## config.mk

```make
export PLATFORM = sky130hd
export DESIGN_NAME = rvfi_bus_fairness_flat
export DESIGN_NICKNAME = d
export VERILOG_FILES = /design/src/rtl/rvfi_bus_fairness_if.sv /design/src/rtl/rvfi_bus_fairness.sv /design/src/flat_wrapper.sv
export SDC_FILE = /design/constraint.sdc
export NUM_CORES = 1
export LEC_CHECK = 0
export ABC_AREA = 1
export ABC_CLOCK_PERIOD_IN_PS = 2450
export BUFFER_PORTS_ARGS = -buffer_cell sky130_fd_sc_hd__buf_2
export CORE_ASPECT_RATIO = 0.7
export CORE_MARGIN = 4
export CORE_UTILIZATION = 62
export CTS_CLUSTER_DIAMETER = 30
export DETAILED_ROUTE_END_ITERATION = 6
export HOLD_SLACK_MARGIN = 0.1
export PLACE_DENSITY = 0.84
export SYNTH_ARGS = -nofsm -noshare
export SYNTH_HDL_FRONTEND = slang
export SYNTH_SLANG_ARGS = --single-unit
```

## constraint.sdc

```tcl
create_clock -name clock -period 2.45 [get_ports clock]
set_input_delay 0.3675 -clock clock [delete_from_list [all_inputs] [get_ports clock]]
set_output_delay 0.3675 -clock clock [all_outputs]
set_load 0.01 [all_outputs]
```

## src/rtl/rvfi_bus_fairness_if.sv

```systemverilog
// Per-channel cmd/rsp bus bundle watched by the fairness monitor.
interface rvfi_bus_fairness_if #(
    parameter int unsigned NCH = 2
) ();
    logic [NCH-1:0] cmd_valid;
    logic [NCH-1:0] cmd_ready;
    logic [NCH-1:0] cmd_wr;
    logic [NCH-1:0] rsp_valid;

    modport master (output cmd_valid, output cmd_wr, input cmd_ready, input rsp_valid);
    modport slave (input cmd_valid, input cmd_wr, output cmd_ready, output rsp_valid);
    // Passive observer: sees every bus signal, drives none.
    modport monitor (input cmd_valid, input cmd_ready, input cmd_wr, input rsp_valid);
endinterface

```

## src/rtl/rvfi_bus_fairness.sv

```systemverilog
// Bus fairness monitor: flags cmd stalls, late responses and protocol
// violations per channel, and combines them into a single 'fair' flag.
module rvfi_bus_fairness #(
    parameter int unsigned   NCH     = 2,
    parameter int unsigned   CMD_MAX = 4,
    parameter int unsigned   RSP_MAX = 4,
    parameter int unsigned   MAX_OUT = 1,
    parameter logic [NCH-1:0] WR_RSP = '0
) (
    input  logic                     clock,
    input  logic                     resetn,
    rvfi_bus_fairness_if.monitor     bus,
    input  logic                     trap,
    output logic                     fair,
    output logic [NCH-1:0]           cmd_stall_err,
    output logic [NCH-1:0]           rsp_stall_err,
    output logic [NCH-1:0]           proto_err,
    output logic                     first_err_valid,
    output logic [2:0]               first_err_chan
);
    localparam int unsigned     MaxLim = (CMD_MAX > RSP_MAX) ? CMD_MAX : RSP_MAX;
    localparam int unsigned     CW     = $clog2(MaxLim + 1);
    localparam int unsigned     OW     = 4;
    localparam logic [CW-1:0]   CntSat = '1;
    localparam logic [CW-1:0]   CmdLim = CW'(CMD_MAX);
    localparam logic [CW-1:0]   RspLim = CW'(RSP_MAX);
    localparam logic [OW-1:0]   OutLim = OW'(MAX_OUT);

    logic [CW-1:0]  cmd_wait_q [NCH];
    logic [CW-1:0]  cmd_wait_d [NCH];
    logic [CW-1:0]  rsp_wait_q [NCH];
    logic [CW-1:0]  rsp_wait_d [NCH];
    logic [OW-1:0]  out_cnt_q  [NCH];
    logic [OW-1:0]  out_cnt_d  [NCH];
    logic [NCH-1:0] proto_q, proto_d;
    logic           first_valid_q, first_valid_d;
    logic [2:0]     first_chan_q, first_chan_d;

    logic [NCH-1:0] accept;
    logic [NCH-1:0] expects_rsp;
    logic [NCH-1:0] rsp_hit;
    logic [NCH-1:0] spurious;
    logic [NCH-1:0] overflow;
    logic [NCH-1:0] new_err;

    assign accept      = bus.cmd_valid & bus.cmd_ready;
    assign expects_rsp = accept & (~bus.cmd_wr | WR_RSP);
    assign new_err     = spurious | overflow;

    // Per-channel counter next-state and violation detection.
    always_comb begin
        rsp_hit  = '0;
        spurious = '0;
        overflow = '0;
        for (int c = 0; c < NCH; c++) begin
            cmd_wait_d[c] = '0;
            rsp_wait_d[c] = '0;
            out_cnt_d[c]  = out_cnt_q[c];

            if (bus.cmd_valid[c] && !bus.cmd_ready[c]) begin
                cmd_wait_d[c] = (cmd_wait_q[c] == CntSat) ? cmd_wait_q[c]
                                                          : cmd_wait_q[c] + 1'b1;
            end

            rsp_hit[c]  = bus.rsp_valid[c] && (out_cnt_q[c] != '0);
            spurious[c] = bus.rsp_valid[c] && (out_cnt_q[c] == '0);
            overflow[c] = expects_rsp[c] && (out_cnt_q[c] == OutLim) && !bus.rsp_valid[c];

            // A response only retires an earlier accept, never a same-cycle one.
            if (overflow[c]) begin
                out_cnt_d[c] = out_cnt_q[c];
            end else if (expects_rsp[c] && !rsp_hit[c]) begin
                out_cnt_d[c] = out_cnt_q[c] + 1'b1;
            end else if (!expects_rsp[c] && rsp_hit[c]) begin
                out_cnt_d[c] = out_cnt_q[c] - 1'b1;
            end

            if ((out_cnt_q[c] != '0) && !bus.rsp_valid[c]) begin
                rsp_wait_d[c] = (rsp_wait_q[c] == CntSat) ? rsp_wait_q[c]
                                                          : rsp_wait_q[c] + 1'b1;
            end
        end
    end

    // Sticky error bits; first erroring cycle latches its lowest channel index.
    always_comb begin
        proto_d       = proto_q | new_err;
        first_valid_d = first_valid_q;
        first_chan_d  = first_chan_q;
        if (!first_valid_q && (new_err != '0)) begin
            first_valid_d = 1'b1;
            for (int c = NCH - 1; c >= 0; c--) begin
                if (new_err[c]) begin
                    first_chan_d = 3'(c);
                end
            end
        end
    end

    // State registers with asynchronous clear.
    always_ff @(posedge clock or negedge resetn) begin
        if (!resetn) begin
            for (int c = 0; c < NCH; c++) begin
                cmd_wait_q[c] <= '0;
                rsp_wait_q[c] <= '0;
                out_cnt_q[c]  <= '0;
            end
            proto_q       <= '0;
            first_valid_q <= 1'b0;
            first_chan_q  <= 3'd0;
        end else begin
            for (int c = 0; c < NCH; c++) begin
                cmd_wait_q[c] <= cmd_wait_d[c];
                rsp_wait_q[c] <= rsp_wait_d[c];
                out_cnt_q[c]  <= out_cnt_d[c];
            end
            proto_q       <= proto_d;
            first_valid_q <= first_valid_d;
            first_chan_q  <= first_chan_d;
        end
    end

    // Outputs decoded from registered state; trap gates fair immediately.
    always_comb begin
        for (int c = 0; c < NCH; c++) begin
            cmd_stall_err[c] = (cmd_wait_q[c] >= CmdLim);
            rsp_stall_err[c] = (rsp_wait_q[c] >= RspLim);
        end
        proto_err       = proto_q;
        first_err_valid = first_valid_q;
        first_err_chan  = first_chan_q;
        fair            = !trap && (cmd_stall_err == '0) && (rsp_stall_err == '0)
                          && (proto_q == '0);
    end
endmodule

```

## src/flat_wrapper.sv

```systemverilog
// flat-port wrapper written by rule: the top's interface ports become plain ports
module rvfi_bus_fairness_flat 
#(
    parameter int unsigned   NCH     = 2,
    parameter int unsigned   CMD_MAX = 4,
    parameter int unsigned   RSP_MAX = 4,
    parameter int unsigned   MAX_OUT = 1,
    parameter logic [NCH-1:0] WR_RSP = '0
)
  (clock, resetn, trap, fair, cmd_stall_err, rsp_stall_err, proto_err, first_err_valid, first_err_chan, bus_cmd_valid, bus_cmd_ready, bus_cmd_wr, bus_rsp_valid);
  rvfi_bus_fairness_if #(.NCH(NCH)) bus_i ();
  input  logic clock;
  input  logic resetn;
  input  logic trap;
  output logic fair;
  output logic [NCH-1:0] cmd_stall_err;
  output logic [NCH-1:0] rsp_stall_err;
  output logic [NCH-1:0] proto_err;
  output logic first_err_valid;
  output logic [2:0] first_err_chan;
  input wire logic [$bits(bus_i.cmd_valid)-1:0] bus_cmd_valid;
  input wire logic [$bits(bus_i.cmd_ready)-1:0] bus_cmd_ready;
  input wire logic [$bits(bus_i.cmd_wr)-1:0] bus_cmd_wr;
  input wire logic [$bits(bus_i.rsp_valid)-1:0] bus_rsp_valid;
  assign bus_i.cmd_valid = bus_cmd_valid;
  assign bus_i.cmd_ready = bus_cmd_ready;
  assign bus_i.cmd_wr = bus_cmd_wr;
  assign bus_i.rsp_valid = bus_rsp_valid;
  rvfi_bus_fairness #(.NCH(NCH), .CMD_MAX(CMD_MAX), .RSP_MAX(RSP_MAX), .MAX_OUT(MAX_OUT), .WR_RSP(WR_RSP)) u_core (.clock(clock), .resetn(resetn), .bus(bus_i), .trap(trap), .fair(fair), .cmd_stall_err(cmd_stall_err), .rsp_stall_err(rsp_stall_err), .proto_err(proto_err), .first_err_valid(first_err_valid), .first_err_chan(first_err_chan));
endmodule
```

==> qor.yml <==
placed_design:
  hpwl_um: 2540
  gp_routability_congestion: 0.896
  place_ws_ns: 0.680
  io_buffers: 19
pwr:
  pwr-share-clk_pct: 19.3
  pwr-share-seq_pct: 37.7
  swShare_pct: 41.2
  leakage_nw: 0.991
  combPwrFrac_pct: 43.0
  p_per_area_nw_per_um2: 932
  p_switching_w: 0.000711
  ir_drop_uv: 668
  intPower_w: 0.00101
global_routing:
  grt_pass1_vias: 1338
  gr-total-overflow: 0
  grt_max_degree: 25
  grtUsageTotal_pct: 18.8
  grt_pass1_wl_um: 5530
  antenna_found_initial: 0
critical_path:
  critical_path.max_fanout: 5
  crit_required_ns: 2.60
  r2r-start: "u_core.out_cnt_q[0]$_DFFE_PN0P_"
  start_kind: "register"
  rrSetupSlack_ns: 0.66
  critPathCaptureType: "register"
  r2r_end: "u_core.out_cnt_q[2]$_DFFE_PN0P_"
  cp-startpoint: "u_core.out_cnt_q[0]$_DFFE_PN0P_"
  worstSetupEndpoint: "u_core.out_cnt_q[2]$_DFFE_PN0P_"
  crit_type: "reg2reg"
  arrival_ns: 1.94
  r2r_cells: 10
timing:
  fin_ws_ns: 0.660
  drv_slew: 0
  skew_ns: 0.00299
  hold_violations: 0
  slew_headroom_pct: 66.3
  fin_crit_sh_pct: 73.1
  post-route-min-period_ns: 1.79
  fmax_mhz: 559
  tightest_slew_ns: 0.506
  setup_violations: 0
  rsz0062_at_grt: "false"
  final.setup.tns_ns: 0
cts:
  cts.path.max_buffers: 2
  cts_setup_buffers: 0
  ctsRootBufferMaster: "clkbuf_8"
  cts_buffers: 3
  clk_latency_ns: 0.26
  cts_hold_buf: 1
  clock_sinks: 24
  h-tree-depth: 1
  path_clk_slew_ns: 0.08
  cts_tree: "done"
  cts_resized: 0
cells_and_area:
  final_common_cell: "nand2_1"
  final_cell_mix: "nand2_1, inv_1, dfrtp_1"
  fin_nets: 256
  areaGrowthSynthToFinish_pct: 10.1
  drive_gt1_share_pct: 19.6
  antenna_cells: 0
detailed_routing:
  first_pass_iters: 4
  post_drt_wl_per_cell_um: 11.9
  drcViolationCount: 0
  avgViaCountPerCell: 5.16
  drtIter0Drc: 67
  vias: 1332
  ant_nets: 0
  postRouteWirelength_um: 3060
min_path:
  hold-path-cell-count: 4
  hold_path_class: "in2reg"
logic_synthesis:
  yosysWarnings: 0
  ys_seq_elements: 24
  synth.avg_cell_area_um2: 8.12
  netlist-cell-type-count: 29
  synth_area_um2: 1680
  ys_seq_area_share_pct: 35.7
  syn_inst: 207
die:
  core_um2: 2510
  die_y_um: 51.6
  ioPinCount: 22
  die-area_um2: 3620
  die_x_um: 70.2
  rows: 15
  start_util_pct: 66.8
status:
  status: "finished, final reports clean"
job:
  maxCapViolations: 0
-- power groups by stage --
stage               Clock (W)  Combinational [W]  Sequential, W
finish               0.000332           0.000741       0.000651
global route         0.000360           0.000853       0.000669
CTS                  0.000340           0.000745       0.000645
detailed placement          0           0.000737       0.000653
global placement            0           0.000700       0.000639
floorplan                   0           0.000669       0.000587
-- critical path, cell delays in order, from the launching register on --
cell	delay, ns
dfrtp_1	0.44
inv_1	0.18
ha_1	0.20
inv_1	0.09
o21ai_0	0.17
ha_1	0.25
inv_1	0.08
o21ai_0	0.07
nand2_1	0.07
nand2_1	0.09
o21ai_2	0.06
-- cell usage after synthesis --
cell type,number,area (um2)
nand2_2,1,6.26
nor2_1,13,48.8
ha_1,20,250
nor4_1,1,6.26
a21oi_1,10,50.1
xor2_1,4,35.0
or2_4,1,8.76
nand3_2,1,10.0
nor2_4,3,33.8
inv_1,31,116
nand2_1,52,195
or2_1,1,6.26
nand2_4,3,33.8
o21ai_2,1,8.76
nand4_1,2,12.5
xnor2_1,1,8.76
nand3_4,1,17.5
dfrtp_1,24,601
inv_2,3,11.3
buf_6,2,22.5
buf_4,2,15.0
nand3_1,7,35.0
xor2_2,2,32.5
a21oi_2,3,26.3
clkbuf_1,4,15.0
conb_1,1,3.75
o21ai_0,11,55.1
nor2_2,1,6.26
inv_6,1,8.76
-- per-layer routing --
layer / vias to the layer above / global-route usage, % / routed length [um]
met4: 0 / 5.73 / 55
met5: - / 0 / 0
li1: 664 / - / -
met3: 7 / 3.47 / 163
met1: 620 / 22.6 / 1350
met2: 41 / 34.6 / 1500
-- per-stage QoR --
| step | power [W] | hold slack [ns] | instances | utilization (%) | instance area (um2) |
|---|---|---|---|---|---|
| 4_1_cts | 0.00173 | 0.392 | 258 | 73.6 | 1850 |
| 6_report | 0.00172 | 0.397 | 258 | 73.6 | 1850 |
| 3_5_place_dp | 0.00139 | 0.374 | 253 | 70.3 | 1770 |
| 3_3_place_gp | 0.00134 | 0.364 | 253 | 70.3 | 1770 |
| 5_1_grt | 0.00188 | 0.421 | 258 | 73.6 | 1850 |
| 2_1_floorplan | 0.00126 | 0.0719 | 208 | - | 1680 |
-- logic make-up (layout without fill, tap and decap cells) --
group | count (synthesis) | after routing | share of synthesized area (%)
other | 1 | 2 | 0.223
buffers and inverters | 43 | 59 | 11.2
and+or+nand+nor | 87 | 87 | 25.0
xor gates and xnor gates | 7 | 7 | 4.54
adders and majority gates | 20 | 20 | 14.9
DFF | 24 | 24 | 35.7
AOI/OAI and AO/OA | 25 | 25 | 8.34
-- final cells by class --
type / instances / area (um2)
Clock inverter: 1 / 30.0
Tap cell: 34 / 42.5
Clock buffer: 3 / 41.3
Timing Repair Buffer: 20 / 105
Inverter: 35 / 136
Multi-Input combinational cell: 141 / 895
Fill cell: 197 / 664
Sequential cell: 24 / 601
-- state kept, by name, summed over array words and instances (netlist names) --
register	cells
u_core.first_err_chan	1
u_core.out_cnt_q	8
u_core.cmd_wait_q	6
u_core.rsp_wait_q	6
u_core.proto_err	2
u_core.first_err_valid	1
-- worst min path at each step --
stage                                 from                                to  slack (ns)
after global routing      bus_cmd_ready[0]  u_core.cmd_wait_q[4]$_DFFE_PN0P_        0.42
after floorplan                     resetn  u_core.cmd_wait_q[0]$_DFFE_PN0P_        0.07
final                     bus_cmd_ready[0]  u_core.cmd_wait_q[5]$_DFFE_PN0P_        0.40
after global placement              resetn  u_core.cmd_wait_q[3]$_DFFE_PN0P_        0.36
after CTS                 bus_cmd_ready[0]  u_core.cmd_wait_q[4]$_DFFE_PN0P_        0.39
after detailed placement            resetn  u_core.cmd_wait_q[3]$_DFFE_PN0P_        0.37
Note: power is estimated with default switching activity, not from simulation.
